File: src/rtl/uop_buf_port_arbiter.sv
// Shares the single-port loop-buffer BRAM between capture writes and replay reads,
// and sequences a full-buffer clear that fills every entry with NOP_WORD.
module uop_buf_port_arbiter #(
    parameter int                ADDR_W       = 6,
    parameter int                DATA_W       = 32,
    parameter int                STARVE_LIMIT = 4,
    parameter logic [DATA_W-1:0] NOP_WORD     = 32'h0000_0013
) (
    input  logic              clk,
    input  logic              reset,
    input  logic              clr_req,
    output logic              clr_busy,
    input  logic              wr_valid,
    output logic              wr_ready,
    input  logic [ADDR_W-1:0] wr_addr,
    input  logic [DATA_W-1:0] wr_data,
    input  logic              rd_valid,
    output logic              rd_ready,
    input  logic [ADDR_W-1:0] rd_addr,
    output logic [DATA_W-1:0] rd_data,
    output logic              rd_data_valid,
    output logic              mem_en,
    output logic              mem_we,
    output logic [ADDR_W-1:0] mem_addr,
    output logic [DATA_W-1:0] mem_wdata,
    input  logic [DATA_W-1:0] mem_rdata
);

    localparam logic [ADDR_W-1:0] LAST_ADDR = {ADDR_W{1'b1}};
    localparam logic [3:0]        LIMIT     = 4'(STARVE_LIMIT);

    typedef enum logic {IDLE, CLEAR} state_t;

    state_t            state, state_nxt;
    logic [ADDR_W-1:0] clr_cnt, clr_cnt_nxt;
    logic [3:0]        starve_cnt, starve_nxt;
    logic              grant_rd, grant_wr;
    logic              busy_c, en_c, we_c;
    logic [ADDR_W-1:0] addr_c;
    logic [DATA_W-1:0] wdata_c;

    always_comb begin
        // NOTE: every variable gets a default first so no path can infer a latch.
        state_nxt   = state;
        clr_cnt_nxt = clr_cnt;
        starve_nxt  = starve_cnt;
        grant_rd    = 1'b0;
        grant_wr    = 1'b0;
        busy_c      = 1'b0;
        en_c        = 1'b0;
        we_c        = 1'b0;
        addr_c      = '0;
        wdata_c     = '0;

        case (state)
            IDLE: begin
                if (clr_req) begin
                    state_nxt   = CLEAR;
                    clr_cnt_nxt = '0;
                end else begin
                    // Replay wins ties until capture has been denied LIMIT cycles in a row.
                    grant_rd = rd_valid && (!wr_valid || (starve_cnt < LIMIT));
                    grant_wr = wr_valid && !grant_rd;
                end

                if (grant_wr) begin
                    en_c    = 1'b1;
                    we_c    = 1'b1;
                    addr_c  = wr_addr;
                    wdata_c = wr_data;
                end else if (grant_rd) begin
                    en_c   = 1'b1;
                    addr_c = rd_addr;
                end

                if (!wr_valid || grant_wr)
                    starve_nxt = '0;
                else if (starve_cnt < LIMIT)
                    starve_nxt = starve_cnt + 4'd1;
            end

            CLEAR: begin
                busy_c  = 1'b1;
                en_c    = 1'b1;
                we_c    = 1'b1;
                addr_c  = clr_cnt;
                wdata_c = NOP_WORD;
                if (clr_cnt == LAST_ADDR) begin
                    state_nxt   = IDLE;
                    clr_cnt_nxt = '0;
                end else begin
                    clr_cnt_nxt = clr_cnt + ADDR_W'(1);
                end
            end

            default: state_nxt = IDLE;
        endcase
    end

    always_ff @(posedge clk or negedge reset) begin
        if (!reset) begin
            state         <= IDLE;
            clr_cnt       <= '0;
            starve_cnt    <= '0;
            rd_data_valid <= 1'b0;
        end else begin
            // NOTE: sequential state uses non-blocking assignments so all flops update together.
            state         <= state_nxt;
            clr_cnt       <= clr_cnt_nxt;
            starve_cnt    <= starve_nxt;
            rd_data_valid <= grant_rd;
        end
    end

    // Combinational outputs are masked by reset so nothing leaks out while it is held.
    assign wr_ready  = reset & grant_wr;
    assign rd_ready  = reset & grant_rd;
    assign clr_busy  = reset & busy_c;
    assign mem_en    = reset & en_c;
    assign mem_we    = reset & we_c;
    assign mem_addr  = reset ? addr_c  : '0;
    assign mem_wdata = reset ? wdata_c : '0;
    assign rd_data   = rd_data_valid ? mem_rdata : '0;

endmodule

File: config.mk
export PLATFORM = sky130hd
export DESIGN_NAME = uop_buf_port_arbiter
export DESIGN_NICKNAME = d
export VERILOG_FILES = /design/src/rtl/uop_buf_port_arbiter.sv
export SDC_FILE = /design/constraint.sdc
export NUM_CORES = 1
export LEC_CHECK = 0
export CORE_MARGIN = 5
export CORE_UTILIZATION = 29
export CTS_CLUSTER_SIZE = 12
export DETAILED_ROUTE_END_ITERATION = 10
export GPL_TIMING_DRIVEN = 1
export PLACE_DENSITY = 0.88
export SLEW_MARGIN = 20
export SYNTH_ARGS = -nofsm -noshare
export SYNTH_HDL_FRONTEND = slang
export SYNTH_SLANG_ARGS = --single-unit
File: constraint.sdc
create_clock -name clk -period 4 [get_ports clk]
set_clock_uncertainty 0.1 [all_clocks]
set_input_delay 1.2 -clock clk [delete_from_list [all_inputs] [get_ports clk]]
set_output_delay 1.2 -clock clk [all_outputs]
set_load 0.02 [all_outputs]
==> key figures, run 1 <==
Run status
  – Status: completed

Worst setup path
  – Worst path arrival time: 2650 ps
  – Crit. End Element: output port
  – CP Data Required Time: 2700 ps
  – Worst path max stage delay: 440 ps
  – R2r setup slk: 2440 ps
  – Critical Path Fanout Max: 15
  – Critical path launch point type: input pin
  – Worst reg2reg path depth: 6
  – Reg2reg end: clr_cnt[2]
  – WS Path Type: input pin to output port
  – Crit path cell chain: clkdlybuf4s50_1, or2_1, nor3_4, bufbuf_16, and2_1, buf_2
  – R2R Path Start: state
  – Crit path max-delay cell type: clkdlybuf4s50_1

Placement
  – IO Port Bufs: 156
  – Post-DP Area: 2998 um2
  – Gpl congestion: 0.8204
  – Dpl hpwl: 5421 um

Synth
  – Post-synth ARST share: 100.0%
  – Yosys warning count: 0
  – Post-synth cell types: 41
  – Syn_nets: 256
  – Syn Inst Count: 173
  – Primary FF master, synth: dfrtp_1
  – Post-synth EDFFs: 0
  – Seq/Total Area, Yosys: 23.35%
  – FF+latch count, synth: 12
  – Post-synthesis cell area: 1286 um2
  – Multiplexer share of the synthesized area: 0.7782%
  – Main combinational cell family by area after synthesis: simple AND/OR/NAND/NOR gates
  – Synth Area in Compound Gates: 17.80%
  – Post-synthesis xor/xnor area fraction: 0%
  – Mean Syn Cell Area: 7.435 um2
  – Simple-gate share of the synthesized area: 50.29%
  – Post-synthesis adder-cell area fraction: 1.946%

Min path
  – Hold depth: 1
  – Worst min path class: flip-flop to flip-flop
  – Hold endpoint: starve_cnt[0]
  – Source of the worst hold timing path: starve_cnt[0]

Clock network
  – Clk Latency, worst-skew pair: 240 ps
  – Clock root cell: clkbuf_8
  – CTS buffer count: 3
  – Cts hold-fix bufs: 0
  – CTS max path bufs: 2
  – TritonCTS clock tree: done
  – Clk slew on worst S/H paths: 50 ps
  – Clock Sinks: 12
  – Number of H-tree levels: 1

Drt
  – Starting DRT DRC Count: 78
  – Wire length per cell: 16.76 um
  – Via density: 4.855
  – Final wirelength: 6585 um
  – Antenna Violating Nets Remaining: 0
  – DR vias: 1,908
  – Residual DRC: 0
  – DR pass1 iterations: 4

Layout
  – Layout cells sized above 1: 20.00%
  – Fill cells: 377
  – Layout overhead on the synthesized area: 127.5%
  – Total Nets Final: 424
  – Finished layout cell area: 2927 um2
  – Utilization after layout: 67.68%

Floorplan
  – Die ar.: 5867 um2
  – Core Box Area: 4324 um2
  – Effective utilization at floorplan: 29.75%
  – Die span in x: 76.60 um
  – IO Count: 157
  – FP Rows: 24
  – Die Y: 76.60 um

Pwr
  – Pwr Density: 238.7 nW/um2
  – Worst vdd ir: 0.0003203 V
  – LEAKAGE: 1.361 nW
  – Post-layout power: 0.6986 mW

STA
  – Max frequency: 253.5 MHz
  – Slew headroom: 53.68%
  – Final setup fails: 0
  – RSZ-0062 raised after global routing: true
  – Hold Vio Cnt, Final: 0
  – Fin. max-slew vios: 0
  – Ratio of final minimum period to clock period: 98.64%
  – Hold Worst Slack: 433.4 ps
  – Fin crit period: 3945 ps
  – Worst-Margin Slew: 694.8 ps

Run
  – Max_cap viols: 0

Global route
  – Initial antenna violation count: 1
  – GRT Util Overall: 22.14%
  – Vias in the first global route: 1,963
  – First-pass GRT wire length: 10,470 um
  – Pin count of the biggest net entering global routing: 34
  – Residual overflow from global routing: 0
-- cells in the final DEF, fill, tap and decap left out, types with 2 or more instances in the layout --
cell type        Yosys  routed
buf_2                0      31
dfrtp_1             12      12
clkbuf_8             0       4
a31oi_1              7       7
buf_4                1      20
clkdlybuf4s15_1      0       2
clkdlybuf4s50_1      0     111
nor2b_1              2       2
nand3_1              2       2
clkbuf_2             0       5
a211oi_1             2       2
and2_1              62      62
a21oi_1              5       5
dlygate4sd2_1        0       4
and4_1               2       2
nand4_1             11      11
nand2_1             13      13
and3_1               2       2
inv_1                4       4
ha_1                 2       2
nor2_1               2       2
o21ai_0              9       9
-- worst max-delay path, delay by kind of cell --
kind          cells  cell delay [ps]
simple gates      3              550
buf+inv           3              900
-- state kept, by name, indices dropped and copies added (netlist names) --
register / flops
clr_cnt: 6
rd_data_valid: 1
starve_cnt: 4
state: 1
-- worst max path at each step --
stage                     slack [ps]            end     start
after floorplan                  280  mem_wdata[22]  rd_valid
after global placement          -430    mem_addr[0]  rd_valid
after detailed placement        -440    mem_addr[0]  rd_valid
after CTS                          3    mem_addr[5]   clr_req
after global routing              -9   mem_wdata[2]   clr_req
final                             50  mem_wdata[15]   clr_req
-- cells by family after synthesis --
| kind of cell | Yosys count |
|---|---|
| mux | 1 |
| buf+inv | 17 |
| fa+ha+maj | 2 |
| compound gates | 35 |
| simple gates | 106 |
| flops | 12 |
-- final cells by class --
class / instances / area, um2 / share of cell area (%)
diodes: 1 / 2.502 / 0.08551
clock buffers: 4 / 55.05 / 1.881
inverters: 4 / 15.01 / 0.5130
multi-input cells: 144 / 928.4 / 31.72
flip-flops and latches: 12 / 300.3 / 10.26
well taps: 52 / 65.06 / 2.223
repair buffers: 176 / 1560 / 53.31
-- per-stage QoR --
| stage | setup slack (ps) | setup TNS (ps) | instances |
|---|---|---|---|
| 2_1_floorplan | 284.4 | 0 | 173 |
| 3_3_place_gp | -433.0 | -13510 | 385 |
| 3_5_place_dp | -441.2 | -15170 | 385 |
| 4_1_cts | 3.195 | 0 | 391 |
| 5_1_grt | -8.590 | -8.590 | 393 |
| 6_report | 54.50 | 0 | 393 |
-- report_power, final --
| part | switching [mW] | total (mW) | internal (mW) |
|---|---|---|---|
| Sequential | 0.0624 | 0.225 | 0.162 |
| Clock | 0.0472 | 0.134 | 0.0871 |
| Combinational | 0.153 | 0.340 | 0.186 |
-- what timing repair did --
item                                   4_1_cts  5_1_grt
endpoints found under the hold margin        0        0
pin swaps                                    2        0
gates cloned                                 1        0
setup endpoints to repair                   43       15
gates resized for setup                    153       19
setup buffers                                1        1
-- Yosys cell counts, types with 2 or more instances --
| library cell | count | area (um2) |
|---|---|---|
| dfrtp_1 | 12 | 300.3 |
| a21oi_1 | 5 | 25.02 |
| a31oi_1 | 7 | 43.79 |
| ha_1 | 2 | 25.02 |
| nor3_1 | 2 | 10.01 |
| inv_1 | 4 | 15.01 |
| nand4_1 | 11 | 68.82 |
| and3_1 | 2 | 12.51 |
| clkbuf_1 | 10 | 37.54 |
| nand3_1 | 2 | 10.01 |
| a211oi_1 | 2 | 15.01 |
| and4_1 | 2 | 17.52 |
| and2_1 | 62 | 387.9 |
| nor2_1 | 2 | 7.510 |
| nand2_1 | 13 | 48.80 |
| nor2b_1 | 2 | 12.51 |
| o21ai_0 | 9 | 45.04 |
-- routing by layer --
metal	track usage, %	vias up	wire, um	share of wire (%)
li1	-	944	-	-
met1	24.50	870	2541	39
met2	41.35	85	3541	54
met3	5.201	9	409	6.2
met4	6.469	0	93	1.4
met5	0	-	0	0
Power figures use the tool's default switching activity.
==> run 2, diff against run 1 <==
==> constraint.sdc (replaced) <==
create_clock -name clk -period 4 [get_ports clk]
set_clock_uncertainty 0.1 [all_clocks]
set_input_delay 1.2 -clock clk [delete_from_list [all_inputs] [get_ports clk]]
set_output_delay 1.2 -clock clk [all_outputs]
set_load 0.05 [all_outputs]
==> run 2 against run 1 <==
Against the previous run: power increased by 23%; sequential power barely moved; sequential cell count did not move; largest power group unchanged; final area increased by 20%; clock power hardly changed; combinational power is 45% higher; non-clock buffer count did not move; via count grew 1.9%; global-route usage increased by 1.3 points; wire length up 7.0%.
==> key figures, run 2 (same netlist as run 1, synthesis figures left out) <==
Worst setup path
  – Worst path max stage delay: 520 ps (+80 ps)
  – R2r setup slk: 2310 ps (-130 ps)
  – Critical Path Fanout Max: 15 (unchanged)
  – Crit path max-delay cell type: clkdlybuf4s50_1
  – CP Data Required Time: 2700 ps (about the same)
  – Crit. End Element: output port
  – WS Path Type: input pin to output port
  – Worst reg2reg path depth: 5 (-1)
  – Crit path cell chain: clkdlybuf4s50_1, nand2_1, nor3_4, bufbuf_16, and2_1, buf_12
  – Worst path arrival time: 2680 ps (+30 ps)
  – Critical path launch point type: input pin

STA
  – RSZ-0062 raised after global routing: true
  – Fin. max-slew vios: 0 (unchanged)
  – Slew headroom: 55.73% (+2.0 points)
  – Ratio of final minimum period to clock period: 99.58% (+0.94 points)
  – Worst-Margin Slew: 664.1 ps (-30.73 ps)
  – Max frequency: 251.1 MHz (-0.94%)
  – Final setup fails: 0 (unchanged)
  – Final TNS setup: 0 ps (unchanged)
  – Hold Worst Slack: 442.1 ps (+8.681 ps)
  – Hold Vio Cnt, Final: 0 (unchanged)
  – Worst Slack Setup Final: 16.93 ps (-37.58 ps)
  – Fin crit period: 3983 ps (+37.58 ps)

Placement
  – Dpl ws: -64.43 ps (+376.8 ps)
  – Dpl hpwl: 5798 um (+7.0%)
  – Post-Place Cells: 385 (unchanged)
  – IO Port Bufs: 156 (unchanged)
  – Gpl congestion: 0.8325 (+1.5%)

Layout
  – Reg area: 300.3 um2 (unchanged)
  – Layout overhead on the synthesized area: 172.4%
  – Fill cells: 250 (-34%)
  – Most common cell after layout, fill and taps aside: clkdlybuf4s50_1
  – Total Nets Final: 424 (unchanged)
  – Largest regs: clr_cnt x6, starve_cnt x4
  – Number of inserted diodes: 0 (-1)
  – Top reg by flops: clr_cnt
  – Max FFs per register: 6 (unchanged)
  – Layout cells sized above 1: 32.65% (+13 points)
  – Final Non-Filler Cells: 392 (-0.25%)
  – Multi-input gate area: 964.7 um2 (+3.9%)
  – Utilization after layout: 81.02% (+13 points)
  – Commonest non-fill, non-tap cells in the layout: clkdlybuf4s50_1, and2_1, buf_4

Drt
  – Wire length per cell: 17.97 um (+7.3%)
  – Via density: 4.959 (+2.1%)
  – DR vias: 1,944 (+1.9%)
  – Antenna Violating Nets Remaining: 0 (unchanged)
  – Residual DRC: 0 (unchanged)
  – Final wirelength: 7045 um (+7.0%)
  – Starting DRT DRC Count: 92 (+18%)
  – DR pass1 iterations: 4 (unchanged)

Pwr
  – Pwr Density: 244.3 nW/um2 (+2.3%)
  – Worst vdd ir: 0.0003681 V (+15%)
  – LEAKAGE: 1.568 nW (+15%)

Global route
  – Initial antenna violation count: 0 (-1)
  – First-pass GRT wire length: 11,000 um (+5.0%)
  – GRT Util Overall: 23.42% (+1.3 points)
  – Pin count of the biggest net entering global routing: 34 (unchanged)
  – Vias in the first global route: 1,930 (-1.7%)
  – Residual overflow from global routing: 0 (unchanged)

Min path
  – Worst min path class: flip-flop to flip-flop
  – Hold depth: 2 (+1)

Clock network
  – Clk Latency, worst-skew pair: 250 ps (about the same)
  – Clock root cell: clkbuf_8
  – Cts hold-fix bufs: 0 (unchanged)
  – Clk slew on worst S/H paths: 50 ps (about the same)
  – CTS max path bufs: 2 (unchanged)
  – Number of H-tree levels: 1 (unchanged)
  – Clock Sinks: 12 (unchanged)
  – TritonCTS clock tree: done
  – CTS buffer count: 3 (unchanged)

Run
  – Max_cap viols: 0 (unchanged)

Floorplan
  – IO Count: 157 (unchanged)
  – Die span in x: 76.60 um (unchanged)
  – Die Y: 76.60 um (unchanged)
  – FP Rows: 24 (unchanged)
  – Die ar.: 5867 um2 (unchanged)
  – Effective utilization at floorplan: 29.75% (unchanged)
  – Core Box Area: 4324 um2 (unchanged)

Run status
  – Status: completed
## run 2: what timing repair did
item                                    in CTS  in global routing
pin swaps                                    1                  1
endpoints found under the setup margin      33                 20
setup buffers                                2                  0
gates resized for setup                      8                  1
gates cloned                                 1                  0
## run 2: critical path, delay by kind of cell
kind                   cells  cell delay [ps]
and+or+nand+nor            3              500
buffers and inverters      3              980
## run 2: path summary, 6_finish.rpt
path,start,end
setup / recovery,reset,mem_wdata[30]
max in group asynchronous,reset,clr_cnt[4]
min in group asynchronous,reset,starve_cnt[2]
hold / removal,starve_cnt[1],starve_cnt[1]
setup reg to reg,state,clr_cnt[2]
hold reg to reg,starve_cnt[1],starve_cnt[1]
## run 2: per-layer routing
layer | share of wire [%] | vias to the layer above | track usage, %
met5 | 0 | - | 0
met4 | 1.2 | 0 | 5.070
met2 | 55 | 99 | 44.01
li1 | - | 938 | -
met3 | 8.0 | 7 | 5.792
met1 | 36 | 900 | 26.26
## run 2: through the flow
step                      area (um2)  power, mW
final                           3503     0.8560
after detailed placement        3379     0.7045
after CTS                       3501     0.8570
after global routing            3503     0.9027
after floorplan                 1319     0.4616
after global placement          3379     0.6913
## run 2: report_power, final
part	switching, mW	total (mW)	leakage, nW	internal (mW)
registers	0.0645	0.227	0.148	0.162
clock network	0.0484	0.136	0.0288	0.0872
logic	0.235	0.494	1.39	0.258
total	0.348	0.856	1.57	0.508
## run 2: layout make-up
cell class                      count  area share, %
Inverter                            4         0.4286
Tap cell                           52          1.857
Clock buffer                        4          1.571
Sequential cell                    12          8.571
Multi-Input combinational cell    144          27.54
Timing Repair Buffer              176          60.04
